[config.mk]
export PLATFORM = sky130hd
export DESIGN_NAME = shifter_pipe_flat
export DESIGN_NICKNAME = d
export VERILOG_FILES = /design/src/rtl/shifter_pkg.sv /design/src/rtl/shifter_if.sv /design/src/rtl/shifter_level.sv /design/src/rtl/shifter_pipe.sv /design/src/flat_wrapper.sv
export SDC_FILE = /design/constraint.sdc
export NUM_CORES = 1
export LEC_CHECK = 0
export ABC_AREA = 1
export BUFFER_PORTS_ARGS = -buffer_cell sky130_fd_sc_hd__buf_4
export CAP_MARGIN = 40
export CORE_MARGIN = 4
export CORE_UTILIZATION = 50
export DETAILED_ROUTE_END_ITERATION = 12
export GPL_TIMING_DRIVEN = 0
export PLACE_DENSITY = 0.8
export SKIP_CTS_REPAIR_TIMING = 1
export SLEW_MARGIN = 10
export SYNTH_ARGS = -nofsm -noshare
export SYNTH_HDL_FRONTEND = slang
export SYNTH_SLANG_ARGS = --single-unit
[constraint.sdc]
create_clock -name clk -period 2 [get_ports clk]
set_input_delay 0.1 -clock clk [delete_from_list [all_inputs] [get_ports clk]]
set_output_delay 0.1 -clock clk [all_outputs]
set_load 0.02 [all_outputs]
[src/rtl/shifter_pkg.sv]
// Shared constants and elaboration helpers for the pipelined log-shifter.
// Optional rotate support is selected with the SHIFTER_ROTATE_EN macro.
package shifter_pkg;

   localparam logic [5:0] FN_SLL = 6'b000000;
   localparam logic [5:0] FN_SRL = 6'b000010;
   localparam logic [5:0] FN_SRA = 6'b000011;
   localparam logic [5:0] FN_ROR = 6'b000110;

`ifdef SHIFTER_ROTATE_EN
   localparam logic ROT_EN = 1'b1;
`else
   localparam logic ROT_EN = 1'b0;
`endif

   // Ceiling log2 for elaboration-time sizing.
   function automatic int unsigned clog2(input int unsigned v);
      int unsigned r;
      r = 0;
      for (int unsigned i = 0; i < 32; i++) begin
         if ((64'd1 << i) < 64'(v)) r = i + 32'd1;
      end
      return r;
   endfunction

   // Number of log levels placed in a stage; leftover levels go to the earliest stages.
   function automatic int unsigned levels_in_stage(input int unsigned stage,
                                                   input int unsigned stages,
                                                   input int unsigned width);
      int unsigned lv;
      lv = clog2(width);
      return (lv / stages) + ((stage < (lv % stages)) ? 32'd1 : 32'd0);
   endfunction

   // Index of the first log level evaluated in a stage.
   function automatic int unsigned first_level(input int unsigned stage,
                                               input int unsigned stages,
                                               input int unsigned width);
      int unsigned r;
      r = 0;
      for (int unsigned s = 0; s < stage; s++) r = r + levels_in_stage(s, stages, width);
      return r;
   endfunction

   // Stage that owns a given log level.
   function automatic int unsigned stage_of_level(input int unsigned level,
                                                  input int unsigned stages,
                                                  input int unsigned width);
      int unsigned r;
      r = 0;
      for (int unsigned s = 0; s < stages; s++) begin
         if (level >= first_level(s, stages, width)) r = s;
      end
      return r;
   endfunction

   // Right-type ops run bit-reversed through the left-shift core.
   function automatic logic is_right(input logic [5:0] fn);
      return (fn == FN_SRL) || (fn == FN_SRA) || (ROT_EN && (fn == FN_ROR));
   endfunction

endpackage

[src/rtl/shifter_if.sv]
// Operand/result handshake bundle between the EX-stage muxes and the shifter.
interface shifter_if #(
   parameter int unsigned WIDTH = 32
);
   logic             in_valid;
   logic             in_ready;
   logic [WIDTH-1:0] dataA;
   logic [WIDTH-1:0] dataB;
   logic [5:0]       Signal;
   logic             out_valid;
   logic             out_ready;
   logic [WIDTH-1:0] dataOut;

   modport master (
      output in_valid, dataA, dataB, Signal, out_ready,
      input  in_ready, out_valid, dataOut
   );

   modport slave (
      input  in_valid, dataA, dataB, Signal, out_ready,
      output in_ready, out_valid, dataOut
   );
endinterface

[src/rtl/shifter_level.sv]
// One mux row of the left-shift core: shifts by SHIFT when enabled.
// With SHIFTER_ROTATE_EN the fill can be the wrapped-out bits.
module shifter_level #(
   parameter int unsigned WIDTH = 32,
   parameter int unsigned SHIFT = 1
) (
   input  logic [WIDTH-1:0] i_data,
   input  logic             i_en,
   input  logic             i_fill,
`ifdef SHIFTER_ROTATE_EN
   input  logic             i_rot,
`endif
   output logic [WIDTH-1:0] o_data_c
);
   logic [SHIFT-1:0] w_fill;

   // Fill source for the vacated low bits.
`ifdef SHIFTER_ROTATE_EN
   assign w_fill = i_rot ? i_data[WIDTH-1 -: SHIFT] : {SHIFT{i_fill}};
`else
   assign w_fill = {SHIFT{i_fill}};
`endif

   assign o_data_c = i_en ? {i_data[WIDTH-SHIFT-1:0], w_fill} : i_data;

endmodule

[src/rtl/shifter_pipe.sv]
// Pipelined log-shifter (SLL/SRL/SRA, optional ROR) with valid/ready stalls.
// Define SHIFTER_ROTATE_EN to decode ROR and build the wrap path.
module shifter_pipe
   import shifter_pkg::*;
#(
   parameter int unsigned WIDTH  = 32,
   parameter int unsigned STAGES = 2
) (
   input logic      clk,
   input logic      rst,
   shifter_if.slave bus
);
   localparam int unsigned LW   = clog2(WIDTH);
   localparam int unsigned LAST = STAGES - 1;

   logic [STAGES-1:0] r_valid;
   logic [WIDTH-1:0]  r_data  [STAGES];
   logic [LW-1:0]     r_amt   [STAGES];
   logic [5:0]        r_funct [STAGES];
   logic [STAGES-1:0] r_ovf;
   logic [STAGES-1:0] r_sign;

   logic [WIDTH-1:0]  w_src_data  [STAGES];
   logic [LW-1:0]     w_src_amt   [STAGES];
   logic [5:0]        w_src_funct [STAGES];
   logic [STAGES-1:0] w_src_valid;
   logic [STAGES-1:0] w_src_ovf;
   logic [STAGES-1:0] w_src_sign;
   logic [STAGES-1:0] w_fill;
`ifdef SHIFTER_ROTATE_EN
   logic [STAGES-1:0] w_rot;
`endif
   logic [STAGES-1:0] w_load;

   logic [WIDTH-1:0]  w_lin  [LW];
   logic [WIDTH-1:0]  w_lout [LW];
   logic [WIDTH-1:0]  w_core [STAGES];
   logic [WIDTH-1:0]  w_nxt  [STAGES];

   logic [WIDTH-1:0]  w_rev_in;
   logic [WIDTH-1:0]  w_core_rev;
   logic [WIDTH-1:0]  w_post;
   logic [WIDTH-1:0]  w_result;

   assign w_rev_in   = {<<{bus.dataA}};
   assign w_core_rev = {<<{w_core[LAST]}};

   // Per-stage operand sources: stage 0 from the bus, later stages from the previous register.
   always_comb begin
      w_src_valid    = '0;
      w_src_ovf      = '0;
      w_src_sign     = '0;
      w_src_valid[0] = bus.in_valid;
      w_src_data[0]  = is_right(bus.Signal) ? w_rev_in : bus.dataA;
      w_src_amt[0]   = bus.dataB[LW-1:0];
      w_src_funct[0] = bus.Signal;
      w_src_ovf[0]   = (bus.dataB >= WIDTH'(WIDTH));
      w_src_sign[0]  = bus.dataA[WIDTH-1];
      for (int s = 1; s < int'(STAGES); s++) begin
         w_src_valid[s] = r_valid[s-1];
         w_src_data[s]  = r_data[s-1];
         w_src_amt[s]   = r_amt[s-1];
         w_src_funct[s] = r_funct[s-1];
         w_src_ovf[s]   = r_ovf[s-1];
         w_src_sign[s]  = r_sign[s-1];
      end
   end

   // Fill bit (sign for SRA) and rotate select per stage.
   always_comb begin
      w_fill = '0;
`ifdef SHIFTER_ROTATE_EN
      w_rot  = '0;
`endif
      for (int s = 0; s < int'(STAGES); s++) begin
         w_fill[s] = (w_src_funct[s] == FN_SRA) & w_src_sign[s];
`ifdef SHIFTER_ROTATE_EN
         w_rot[s]  = (w_src_funct[s] == FN_ROR);
`endif
      end
   end

   // Log levels, each wired to the stage that owns it.
   for (genvar k = 0; k < LW; k++) begin : g_lvl
      localparam int unsigned ST = stage_of_level(32'(k), STAGES, WIDTH);
      if (32'(k) == first_level(ST, STAGES, WIDTH)) begin : g_head
         assign w_lin[k] = w_src_data[ST];
      end else begin : g_chain
         assign w_lin[k] = w_lout[k-1];
      end
      shifter_level #(
         .WIDTH (WIDTH),
         .SHIFT (32'd1 << k)
      ) u_level (
         .i_data   (w_lin[k]),
         .i_en     (w_src_amt[ST][k]),
         .i_fill   (w_fill[ST]),
`ifdef SHIFTER_ROTATE_EN
         .i_rot    (w_rot[ST]),
`endif
         .o_data_c (w_lout[k])
      );
   end

   // Tap the last level output of each stage.
   for (genvar s = 0; s < STAGES; s++) begin : g_tap
      localparam int unsigned TAIL = first_level(32'(s), STAGES, WIDTH)
                                   + levels_in_stage(32'(s), STAGES, WIDTH) - 32'd1;
      assign w_core[s] = w_lout[TAIL];
   end

   // Final stage undoes the reversal and applies overflow / unknown-op results.
   always_comb begin
      w_post   = is_right(w_src_funct[LAST]) ? w_core_rev : w_core[LAST];
      w_result = '0;
      case (w_src_funct[LAST])
         FN_SLL, FN_SRL: w_result = w_src_ovf[LAST] ? '0 : w_post;
         FN_SRA:         w_result = w_src_ovf[LAST] ? {WIDTH{w_src_sign[LAST]}} : w_post;
`ifdef SHIFTER_ROTATE_EN
         FN_ROR:         w_result = w_post;
`endif
         default:        w_result = '0;
      endcase
   end

   // Next register data per stage.
   always_comb begin
      for (int s = 0; s < int'(STAGES); s++) w_nxt[s] = w_core[s];
      w_nxt[LAST] = w_result;
   end

   // Stage load enables: load when empty or when downstream accepts (bubbles collapse).
   always_comb begin
      logic w_dn;
      w_dn   = bus.out_ready;
      w_load = '0;
      for (int s = int'(LAST); s >= 0; s--) begin
         w_load[s] = ~r_valid[s] | w_dn;
         w_dn      = w_load[s];
      end
   end

   // Stage registers; payload only captured for valid beats.
   always_ff @(posedge clk) begin
      if (rst) begin
         r_valid <= '0;
         r_ovf   <= '0;
         r_sign  <= '0;
         for (int s = 0; s < int'(STAGES); s++) begin
            r_data[s]  <= '0;
            r_amt[s]   <= '0;
            r_funct[s] <= '0;
         end
      end else begin
         for (int s = 0; s < int'(STAGES); s++) begin
            if (w_load[s]) begin
               r_valid[s] <= w_src_valid[s];
               if (w_src_valid[s]) begin
                  r_data[s]  <= w_nxt[s];
                  r_amt[s]   <= w_src_amt[s];
                  r_funct[s] <= w_src_funct[s];
                  r_ovf[s]   <= w_src_ovf[s];
                  r_sign[s]  <= w_src_sign[s];
               end
            end
         end
      end
   end

   assign bus.in_ready  = w_load[0];
   assign bus.out_valid = r_valid[LAST];
   assign bus.dataOut   = r_data[LAST];

endmodule

[src/flat_wrapper.sv]
// flat-port wrapper written by rule: the top's interface ports become plain ports
module shifter_pipe_flat import shifter_pkg::*;
#(
   parameter int unsigned WIDTH  = 32,
   parameter int unsigned STAGES = 2
)
  (clk, rst, bus_in_valid, bus_dataA, bus_dataB, bus_Signal, bus_out_ready, bus_in_ready, bus_out_valid, bus_dataOut);
  shifter_if #(.WIDTH(WIDTH)) bus_i ();
  input logic clk;
  input logic rst;
  input wire logic [$bits(bus_i.in_valid)-1:0] bus_in_valid;
  input wire logic [$bits(bus_i.dataA)-1:0] bus_dataA;
  input wire logic [$bits(bus_i.dataB)-1:0] bus_dataB;
  input wire logic [$bits(bus_i.Signal)-1:0] bus_Signal;
  input wire logic [$bits(bus_i.out_ready)-1:0] bus_out_ready;
  output wire logic [$bits(bus_i.in_ready)-1:0] bus_in_ready;
  output wire logic [$bits(bus_i.out_valid)-1:0] bus_out_valid;
  output wire logic [$bits(bus_i.dataOut)-1:0] bus_dataOut;
  assign bus_i.in_valid = bus_in_valid;
  assign bus_i.dataA = bus_dataA;
  assign bus_i.dataB = bus_dataB;
  assign bus_i.Signal = bus_Signal;
  assign bus_i.out_ready = bus_out_ready;
  assign bus_in_ready = bus_i.in_ready;
  assign bus_out_valid = bus_i.out_valid;
  assign bus_dataOut = bus_i.dataOut;
  shifter_pipe #(.WIDTH(WIDTH), .STAGES(STAGES)) u_core (.clk(clk), .rst(rst), .bus(bus_i));
endmodule
==> out/metrics.yaml <==
outcome: "completed"
syn_to_final_growth_pct: 22.91
max_clock_freq_ghz: 0.5553
worstSetupPathType: "reg2reg"
setup_viol: 0
path_clk_slew_ns: 0.06
routedWlPerCell_um: 15.34
synth-xor-area-share: 0
syn_inst: 805
worstHoldStart: "bus_dataB[8]"
holdWs_ns: 0.06037
muxShareOfSynthArea: 0
finalHoldViolCount: 0
async_flop_share: 0
ys_ff_latch: 76
grt_pass1_vias: 5714
synth_cell_types: 33
gr-total-overflow: 0
rsz0062_at_grt: "no"
grt_pass1_wl_um: 26730
clock_sinks: 76
synthDominantCellAreaShare: 0.3814
yosys-top-cells-count: "nand3_1 (205), nand2_1 (193), edfxtp_1 (72)"
synth_top_family_by_area: "simple AND/OR/NAND/NOR gates"
first_pass_iters: 5
num_rows: 38
synth_compound_area_frac: 0.08563
min_period_ns: 1.801
fin_util: 0.6344
grt_use_total: 0.2524
finalSetupTns_ns: 0
antenna_left: 0
drive_gt1_frac: 0.1957
synthAdderAreaFrac: 0
finalCritPeriodShare: 0.9004
synth.yosys.seq_area_share: 0.3955
leakage_nw: 3.278
htreeDepth: 3
cts_tree: "built"
synthSimpleGateAreaFrac: 0.4257
startpoint_type: "flop"
reg2regPathDepth: 5
whs_path_depth: 5
synth.top_cells.by_area: "edfxtp_1 (38%), nand3_1 (18%), nand2_1 (13%)"
worstHoldPathType: "in2reg"
syn_nets: 879
worstHoldEndpoint: "u_core.r_ovf[0]$_SDFFE_PP0P_"
rrSetupSlack_ns: 0.20
yosysMostFrequentCell: "nand3_1"
drt_iter0_drc: 453
ir_drop_mv: 0.4876
num_vias: 6009
power_mw: 4.708
start_util: 0.5162
r2r-start: "u_core.r_amt[0][4]$_SDFFCE_PN0P_"
layout.nets: 999
die_area_sq_um: 13110
dieWidth_um: 114.5
slew_headroom: 0.4295
cts_root_buf: "clkbuf_16"
crit_fanout: 10
drcViolationCount: 0
seq_area_sq_um: 2242
worstPathArrival_ns: 1.89
worstMarginPinSlew_ns: 0.8528
io_pins: 108
via_per_inst: 5.616
hpwlAfterDp_um: 13110
numCtsBuffers: 9
synth.avg_cell_area_sq_um: 7.042
portBuffers: 107
cap_violations: 0
cp.required_ns: 2.09
n_antenna_cell: 0
critPathLaunch: "u_core.r_amt[0][4]$_SDFFCE_PN0P_"
cellPowerDensity_nw_per_um2: 675.6
multi_input_area_sq_um: 2902
antenna_found_initial: 0
synth_top_area_cell: "edfxtp_1"
drv_slew: 0
clockBufferDepth: 2
fp.dieH_um: 114.5
synth_edf_count: 72
core_sq_um: 10980
worstReg2RegEnd: "u_core.r_data[0][45]$_SDFFCE_PN0P_"
cp-end-kind: "flop"
grt_max_degree: 41
fillCellCount: 1045
wl_um: 16420
synth_ff_type: "edfxtp_1"
clk-insertion-delay-late_ns: 0.34
synth_area_sq_um: 5669
yosysWarnings: 0
fin_skew_ns: 0.008004
gp_congestion: 1.031
[report_power, final]
part	switching [mW]	internal (mW)	total [mW]
Sequential	0.0545	1.88	1.93
Clock	0.618	0.955	1.57
Combinational	0.752	0.449	1.20
[worst max-delay path by stage]
stage	end	slack [ns]
after floorplan	u_core.r_data[0][32]$_SDFFCE_PN0P_	0.26
after global placement	u_core.r_data[0][53]$_SDFFCE_PN0P_	0.19
after detailed placement	u_core.r_data[0][59]$_SDFFCE_PN0P_	0.23
after CTS	u_core.r_data[0][59]$_SDFFCE_PN0P_	0.23
after global routing	u_core.r_data[0][63]$_SDFFCE_PN0P_	0.06
final	u_core.r_data[0][45]$_SDFFCE_PN0P_	0.20
[worst max-delay path, stage by stage, from the launching register on]
cell and delay [ns]:
edfxtp_1 0.48, inv_2 0.17, clkbuf_1 0.40, o211ai_1 0.28, nand3_1 0.16, a21oi_1 0.07
[sequential cells by signal, summed over array words and instances (netlist names)]
name / cells
u_core.r_data: 64
u_core.r_funct: 6
u_core.r_amt: 2
u_core.r_valid: 2
u_core.r_ovf: 1
u_core.r_sign: 1
[layer usage]
layer | vias up | GRT usage | share of wire
met4 | 0 | 0.1101 | 0.036
met1 | 2666 | 0.3076 | 0.41
li1 | 3001 | - | -
met3 | 49 | 0.03858 | 0.062
met5 | - | 0 | 0
met2 | 293 | 0.4404 | 0.49
[metrics by stage]
stage               cells  setup WS, ns  area, sq um
floorplan             805        0.2635         5672
global placement     1052        0.1930         6650
detailed placement   1053        0.2253         6665
CTS                  1069        0.2255         6958
global route         1070       0.06420         6968
finish               1070        0.1991         6968
[placed cells by master, fill, tap and decap left out]
cell           Yosys  layout
a21oi_1           45      45
a21oi_4            1       1
buf_1              8       8
buf_2             17      17
buf_4              8     115
buf_6              4       4
buf_8              0       1
bufinv_16          0       1
clkbuf_1          20      20
clkbuf_16          0       9
clkinv_1           1       3
clkinvlp_4         0       4
dfxtp_1            4       4
dlygate4sd3_1      0       1
edfxtp_1          72      72
inv_1             57      57
inv_2              4       4
nand2_1          193     192
nand2_2            4       5
nand2_4            1       1
nand3_1          205     205
nand3_2            1       1
nand3_4            2       2
nand3b_1           1       1
nand4_1           20      20
nand4_2            1       1
nor2_1            67      67
nor2_2             3       3
nor2_4             3       3
nor3_1             2       2
nor3_2             1       1
nor4_1             6       6
o2111ai_1          1       1
o211ai_1          12      12
o21ai_0           23      23
o21ai_1            6       6
or2_1              3       3
or2_2              9       9
[cells by family after synthesis]
logic type	after synthesis
buffers and inverters	119
AND/OR/NAND/NOR	522
flip-flops	76
AO/OA/AOI/OAI	88
[final cells by class]
class | instances | area share
clock inverters | 7 | 0.009697
flip-flops and latches | 76 | 0.3218
repair buffers | 109 | 0.1189
multi-input cells | 610 | 0.4164
well taps | 140 | 0.02514
plain buffers | 57 | 0.04238
clock buffers | 9 | 0.03232
inverters | 62 | 0.03340
(Power assumes the default switching activity.)
